### config.mk
export PLATFORM = sky130hd
export DESIGN_NAME = exu_wbu
export DESIGN_NICKNAME = d
export VERILOG_FILES = /design/src/rtl/exu_wbu_pkg.sv /design/src/rtl/exu_wbu_ld_ext.sv /design/src/rtl/exu_wbu.sv
export SDC_FILE = /design/constraint.sdc
export NUM_CORES = 1
export LEC_CHECK = 0
export BUFFER_PORTS_ARGS = -buffer_cell sky130_fd_sc_hd__buf_2
export CORE_MARGIN = 8
export CORE_UTILIZATION = 43
export DETAILED_ROUTE_END_ITERATION = 7
export PLACE_DENSITY = 0.76
export SYNTH_ARGS = -nofsm -noshare
export SYNTH_HDL_FRONTEND = slang
export SYNTH_SLANG_ARGS = --single-unit
### constraint.sdc
create_clock -name clk -period 1.9 [get_ports clk]
set_clock_uncertainty 0.1 [all_clocks]
set_input_delay 0.38 -clock clk [delete_from_list [all_inputs] [get_ports clk]]
set_output_delay 0.38 -clock clk [all_outputs]
set_load 0.02 [all_outputs]
### src/rtl/exu_wbu_pkg.sv
`default_nettype none
// +----------------------------------------------------------------------+
// | Module      : exu_wbu_pkg                                              |
// | Description : Shared encodings for the execute-stage writeback unit:   |
// |               writeback kinds, load sizes, FSM states, defaults.       |
// | Revision    : 1.0 - initial release                                    |
// +----------------------------------------------------------------------+
package exu_wbu_pkg;

  // Default datapath width of the core configuration.
  localparam int unsigned ISA_WIDTH_DEFAULT = 32;

  // Writeback kind encodings carried with each completed instruction.
  localparam logic [1:0] WB_KIND_NONE = 2'd0;
  localparam logic [1:0] WB_KIND_ALU  = 2'd1;
  localparam logic [1:0] WB_KIND_LOAD = 2'd2;
  localparam logic [1:0] WB_KIND_RSVD = 2'd3;

  // Load access size encodings.
  localparam logic [1:0] LD_SIZE_B = 2'd0;
  localparam logic [1:0] LD_SIZE_H = 2'd1;
  localparam logic [1:0] LD_SIZE_W = 2'd2;
  localparam logic [1:0] LD_SIZE_D = 2'd3;

  // Writeback FSM: either free to accept, or parked on an outstanding load.
  typedef enum logic [0:0] {
    WBU_IDLE     = 1'b0,
    WBU_WAIT_MEM = 1'b1
  } wbu_state_e;

endpackage : exu_wbu_pkg
`default_nettype wire

### src/rtl/exu_wbu_ld_ext.sv
`default_nettype none
// +----------------------------------------------------------------------+
// | Module      : exu_wbu_ld_ext                                           |
// | Description : Load data aligner. Shifts the memory word down to the    |
// |               addressed byte, keeps B/H/W/D bits and sign- or          |
// |               zero-extends to the datapath width.                      |
// | Revision    : 1.0 - initial release                                    |
// +----------------------------------------------------------------------+
module exu_wbu_ld_ext
  import exu_wbu_pkg::*;
#(
  parameter int ISA_WIDTH = ISA_WIDTH_DEFAULT,
  localparam int OFF_W    = $clog2(ISA_WIDTH / 8)
) (
  input  logic [ISA_WIDTH-1:0] data_i,
  input  logic [OFF_W-1:0]     offset_i,
  input  logic [1:0]           size_i,
  input  logic                 unsigned_i,
  output logic [ISA_WIDTH-1:0] ext_o
);

  logic [ISA_WIDTH-1:0] w_shifted;
  logic [ISA_WIDTH-1:0] w_byte;
  logic [ISA_WIDTH-1:0] w_half;
  logic [ISA_WIDTH-1:0] w_word;
  logic [ISA_WIDTH-1:0] w_dword;

  // Logical right shift: bytes past the top of the word come in as zero,
  // which is exactly the behaviour wanted for misaligned accesses.
  assign w_shifted = data_i >> {offset_i, 3'b000};

  assign w_byte = {{(ISA_WIDTH-8){~unsigned_i & w_shifted[7]}},  w_shifted[7:0]};
  assign w_half = {{(ISA_WIDTH-16){~unsigned_i & w_shifted[15]}}, w_shifted[15:0]};

  // Word and doubleword only differ from the full width on a 64-bit datapath;
  // on 32 bits a D access degenerates to W and W needs no extension.
  generate
    if (ISA_WIDTH == 64) begin : g_isa64
      assign w_word  = {{32{~unsigned_i & w_shifted[31]}}, w_shifted[31:0]};
      assign w_dword = w_shifted;
    end else begin : g_isa32
      assign w_word  = w_shifted;
      assign w_dword = w_shifted;
    end
  endgenerate

  // Pick the extended value matching the access size.
  always_comb begin
    ext_o = w_word;
    case (size_i)
      LD_SIZE_B: ext_o = w_byte;
      LD_SIZE_H: ext_o = w_half;
      LD_SIZE_W: ext_o = w_word;
      LD_SIZE_D: ext_o = w_dword;
      default:   ext_o = w_word;
    endcase
  end

endmodule : exu_wbu_ld_ext
`default_nettype wire

### src/rtl/exu_wbu.sv
`default_nettype none
// +----------------------------------------------------------------------+
// | Module      : exu_wbu                                                  |
// | Description : Execute-stage writeback unit. Accepts one completed      |
// |               instruction per handshake, waits for load data when      |
// |               needed and drives a registered GPR write port plus a     |
// |               per-instruction retire pulse.                            |
// | Revision    : 1.0 - initial release                                    |
// +----------------------------------------------------------------------+
module exu_wbu
  import exu_wbu_pkg::*;
#(
  parameter int ISA_WIDTH      = ISA_WIDTH_DEFAULT,
  parameter int REG_ADDR_WIDTH = 5,
  localparam int OFF_W         = $clog2(ISA_WIDTH / 8)
) (
  input  logic                      clk,
  input  logic                      rst,
  input  logic                      in_valid,
  output logic                      in_ready,
  input  logic [1:0]                in_kind,
  input  logic [REG_ADDR_WIDTH-1:0] in_rd,
  input  logic [ISA_WIDTH-1:0]      in_alu_result,
  input  logic [1:0]                in_ld_size,
  input  logic                      in_ld_unsigned,
  input  logic [OFF_W-1:0]          in_addr_lo,
  input  logic                      mem_r_valid,
  input  logic [ISA_WIDTH-1:0]      mem_r_data,
  output logic                      gpr_w_en,
  output logic [REG_ADDR_WIDTH-1:0] gpr_w_addr,
  output logic [ISA_WIDTH-1:0]      gpr_w_data,
  output logic                      wb_done
);

  wbu_state_e                state_q, state_d;

  // Fields of the outstanding load, held while waiting for memory.
  logic [REG_ADDR_WIDTH-1:0] ld_rd_q, ld_rd_d;
  logic [1:0]                ld_size_q, ld_size_d;
  logic                      ld_uns_q, ld_uns_d;
  logic [OFF_W-1:0]          ld_off_q, ld_off_d;

  // Registered write port and retire pulse.
  logic                      gpr_w_en_q, gpr_w_en_d;
  logic [REG_ADDR_WIDTH-1:0] gpr_w_addr_q, gpr_w_addr_d;
  logic [ISA_WIDTH-1:0]      gpr_w_data_q, gpr_w_data_d;
  logic                      wb_done_q, wb_done_d;

  logic [ISA_WIDTH-1:0]      w_ld_value;

  exu_wbu_ld_ext #(
    .ISA_WIDTH (ISA_WIDTH)
  ) u_ld_ext (
    .data_i     (mem_r_data),
    .offset_i   (ld_off_q),
    .size_i     (ld_size_q),
    .unsigned_i (ld_uns_q),
    .ext_o      (w_ld_value)
  );

  // Ready is a pure decode of state so upstream sees it without a cycle lag.
  assign in_ready   = (state_q == WBU_IDLE);

  assign gpr_w_en   = gpr_w_en_q;
  assign gpr_w_addr = gpr_w_addr_q;
  assign gpr_w_data = gpr_w_data_q;
  assign wb_done    = wb_done_q;

  // Next-state and output decode; address/data only move when a write happens.
  always_comb begin
    state_d      = state_q;
    ld_rd_d      = ld_rd_q;
    ld_size_d    = ld_size_q;
    ld_uns_d     = ld_uns_q;
    ld_off_d     = ld_off_q;
    gpr_w_en_d   = 1'b0;
    gpr_w_addr_d = gpr_w_addr_q;
    gpr_w_data_d = gpr_w_data_q;
    wb_done_d    = 1'b0;

    case (state_q)
      WBU_IDLE: begin
        if (in_valid) begin
          case (in_kind)
            WB_KIND_ALU: begin
              wb_done_d = 1'b1;
              if (in_rd != '0) begin
                gpr_w_en_d   = 1'b1;
                gpr_w_addr_d = in_rd;
                gpr_w_data_d = in_alu_result;
              end
            end
            WB_KIND_LOAD: begin
              ld_rd_d   = in_rd;
              ld_size_d = in_ld_size;
              ld_uns_d  = in_ld_unsigned;
              ld_off_d  = in_addr_lo;
              state_d   = WBU_WAIT_MEM;
            end
            default: begin
              // NONE and the reserved kind retire without touching the GPRs.
              wb_done_d = 1'b1;
            end
          endcase
        end
      end

      WBU_WAIT_MEM: begin
        if (mem_r_valid) begin
          wb_done_d = 1'b1;
          state_d   = WBU_IDLE;
          if (ld_rd_q != '0) begin
            gpr_w_en_d   = 1'b1;
            gpr_w_addr_d = ld_rd_q;
            gpr_w_data_d = w_ld_value;
          end
        end
      end

      default: begin
        state_d = WBU_IDLE;
      end
    endcase
  end

  // State, captured load fields and output registers; reset abandons any load.
  always_ff @(posedge clk) begin
    if (rst) begin
      state_q      <= WBU_IDLE;
      ld_rd_q      <= '0;
      ld_size_q    <= '0;
      ld_uns_q     <= 1'b0;
      ld_off_q     <= '0;
      gpr_w_en_q   <= 1'b0;
      gpr_w_addr_q <= '0;
      gpr_w_data_q <= '0;
      wb_done_q    <= 1'b0;
    end else begin
      state_q      <= state_d;
      ld_rd_q      <= ld_rd_d;
      ld_size_q    <= ld_size_d;
      ld_uns_q     <= ld_uns_d;
      ld_off_q     <= ld_off_d;
      gpr_w_en_q   <= gpr_w_en_d;
      gpr_w_addr_q <= gpr_w_addr_d;
      gpr_w_data_q <= gpr_w_data_d;
      wb_done_q    <= wb_done_d;
    end
  end

endmodule : exu_wbu
`default_nettype wire

==> results.tsv <==
stage	metric	value	unit
timing	endpoints failing setup	9	
logic_synthesis	FFs w/ async S/R, synth	0	%
min_path	worst hold-check path type	input port to register	
clocking	CTS Root Cell	clkbuf_8	
placement	gp weighted congestion	0.9184	
status	failing checks	negative setup slack	
worst_setup_path	crit end category	register	
route	drt wl/cell	18.94	um
clocking	htree depth	2	
global_route	gr ovfl total	0	
timing	Hold WS	0.2071	ns
status	status	finished, violations left	
logic_synthesis	synthesized net count	400	
power_and_ir_drop	Leak	1.744	nW
global_route	initial antenna violation count	0	
timing	Slew Limit Fails	0	
floorplan	Die H	96.16	um
clocking	Sink Count	50	
timing	f_max	0.5028	GHz
power_and_ir_drop	VDD IR max	0.3657	mV
global_route	Global Route Usage Sum	21.13	%
floorplan	core area	0.006277	mm^2
logic_synthesis	ys flop type	dfxtp_1	
route	routed vias/inst	5.849	
logic_synthesis	Syn Std Cell Area	0.002763	mm^2
timing	worst-margin pin slew	0.5747	ns
logic_synthesis	top cell type's share of synthesized area	36.23	%
worst_setup_path	worst path required time	2.00	ns
timing	Hold Vio Cnt, Final	0	
logic_synthesis	Avg Cell Area, Syn	8.633	um^2
layout	commonest non-fill, non-tap cell in the layout	buf_2	
worst_setup_path	critical path class	register to register	
worst_setup_path	CP arrival	2.09	ns
layout	most frequent cells in the layout	119 x buf_2, 48 x dfxtp_1, 35 x nand2_1	
route	drt pass-1 iters	4	
route	DRC errors left	0	
placement	post-place setup slack	-0.2310	ns
timing	setup TNS	-0.6172	ns
power_and_ir_drop	Switching Share	30.23	%
power_and_ir_drop	Comb pwr share	24.7	%
logic_synthesis	synth unique cells	35	
worst_setup_path	CP max stage delay	0.59	ns
timing	fin crit period	1.989	ns
route	initial DRC count	187	
logic_synthesis	Seq/Total Area, Yosys	36.23	%
timing	Final period util	104.7	%
clocking	CTS Hold Bufs	0	
route	Detail Route Antenna Nets	0	
global_route	largest net degree at the start of global routing	32	
timing	fin worst setup slack	-0.08892	ns
placement	Port Buffers	119	
clocking	clk buf depth	2	
worst_setup_path	CP cell instances	mux4_2 > o21a_4 > a221o_1 > a32o_1	
route	Routed WL	10.04	mm
logic_synthesis	FF+latch count, synth	50	
power_and_ir_drop	Flop pwr share	47.9	%
min_path	Hold Crit Start	in_ld_unsigned	
power_and_ir_drop	total net switching power	0.0007113	W
flow_run	Max-cap violations	0	
worst_setup_path	worst-case reg-to-reg path depth	4	
clocking	CTS Buf Count	5	
global_route	first-pass GRT wire length	15.33	mm
min_path	hold endpoint	ld_uns_q$_SDFFE_PP0P_	
timing	RSZ-0062 raised after global routing	true	
worst_setup_path	CP Launch Point	ld_off_q[0]$_SDFFE_PP0P_	
floorplan	die width	96.16	um
worst_setup_path	critical path's slowest cell	mux4_2	
layout	ANT cells	0	
placement	Inst Count DP	521	
floorplan	num ports	120	
clocking	TritonCTS clock tree	yes	
min_path	worst hold path stage count	3	
logic_synthesis	Synth area leader	dfxtp_1	
floorplan	Die ar.	0.009246	mm^2
power_and_ir_drop	Pint	0.001642	W
layout	layout cells sized above 1	47.90	%
worst_setup_path	Critical R2R Capture	gpr_w_data[26]$_SDFFE_PP0P_	
clocking	worst skew pair latency	0.30	ns
route	Vias	3100	
worst_setup_path	CP max FO	5	
logic_synthesis	Post-synth EDFFs	0	
power_and_ir_drop	clock power share	27.4	%
logic_synthesis	Syn Inst Count	320	
clocking	clock-pin slew on the worst setup and hold paths	0.09	ns
layout	Area Overhead vs Synth	45.24	%
floorplan	number of core rows	29	
logic_synthesis	Synth Warn #	0	
power_and_ir_drop	post-route total power	0.002353	W
logic_synthesis	top area cells in the synthesized netlist	dfxtp_1 36%, mux2i_1 10%, a32o_1 5.8%	
floorplan	Initial Util	44.01	%
timing	Slew HR	61.43	%
worst_setup_path	crit start category	register	
layout	Cell Count, Final, Fillers Out	530	
layout	# nets final	532	
worst_setup_path	worst reg2reg startpoint	ld_off_q[0]$_SDFFE_PP0P_	
worst_setup_path	flop2flop setup slack	-0.09	ns
power_and_ir_drop	PwrDens	586.4	mW/mm^2
placement	hpwl dp	7.797	mm
global_route	number of global-route vias before repair	3081	
==> cells in the mapped netlist (2+ instances only) <==
cell	instances
a211oi_1	13
a21o_1	16
a21oi_1	28
a221o_1	10
a31oi_1	7
a32o_1	16
buf_1	2
buf_2	5
buf_6	2
clkbuf_1	19
clkinv_1	3
dfxtp_1	50
inv_1	11
mux2i_1	28
nand2_1	35
nand2b_1	2
nor2_1	4
nor2b_1	10
nor3_1	14
o21ai_0	16
o221ai_1	8
o32ai_1	8
==> critical path: cells and delay by family (launching register included) <==
family	cells	cell delay, ns
compound gates	3	0.81
flops	1	0.39
mux	1	0.59
==> flip-flops by register name (all words and copies together), names as in the netlist <==
register / count
gpr_w_en: 1
ld_off_q: 2
ld_size_q: 2
gpr_w_data: 32
gpr_w_addr: 5
ld_uns_q: 1
state_q: 1
ld_rd_q: 5
wb_done: 1
==> how the worst max path moves through the flow <==
stage	depth (start not counted)	endpoint
finish	4	gpr_w_data[26]$_SDFFE_PP0P_
global route	4	gpr_w_data[31]$_SDFFE_PP0P_
CTS	4	gpr_w_data[26]$_SDFFE_PP0P_
detailed placement	5	gpr_w_data[10]$_SDFFE_PP0P_
global placement	7	gpr_w_data[8]$_SDFFE_PP0P_
floorplan	6	gpr_w_data[29]$_SDFFE_PP0P_
==> cell families after synthesis <==
group                  synth area share (%)
and+or+nand+nor                       12.18
muxes                                 11.50
AOI/OAI and AO/OA                     33.33
DFF                                   36.23
buffers and inverters                 6.748
==> per-layer routing <==
layer / global-route usage (%) / vias up / routed length, um
met5: 0 / - / 0
met4: 5.378 / 0 / 140
met3: 4.914 / 16 / 957
met2: 34.85 / 136 / 4819
met1: 26.96 / 1465 / 4122
li1: - / 1483 / -
==> power groups by stage <==
stage / sequential, W / clock, W / combinational (W)
finish: 0.00113 / 0.000644 / 0.000581
global route: 0.00113 / 0.000702 / 0.000625
CTS: 0.00113 / 0.000653 / 0.000563
detailed placement: 0.00115 / 0 / 0.000553
global placement: 0.00115 / 0 / 0.000540
floorplan: 0.00120 / 0 / 0.000282
==> final cells by class <==
class / count / area (um^2)
clock buffers: 7 / 86.33
clock inverters: 1 / 5.005
fillers: 538 / 2265
inverters: 14 / 52.55
multi-input cells: 228 / 1891
flip-flops and latches: 50 / 1006
well taps: 77 / 96.34
repair buffers: 153 / 875.8
==> stage by stage <==
| stage | instance area, um^2 | utilization (%) |
|---|---|---|
| global route | 4013 | 63.92 |
| CTS | 3941 | 62.79 |
| finish | 4013 | 63.92 |
| detailed placement | 3822 | 60.89 |
| floorplan | 3048 | - |
| global placement | 3822 | 60.89 |
==> repair_timing <==
| item | in CTS | in global routing |
|---|---|---|
| setup buffers | 0 | 0 |
| pin swaps | 13 | 4 |
| gates cloned | 1 | 0 |
| endpoints found under the setup margin | 19 | 23 |
| resized for setup | 6 | 14 |
Note: power is estimated with default switching activity, not from simulation.
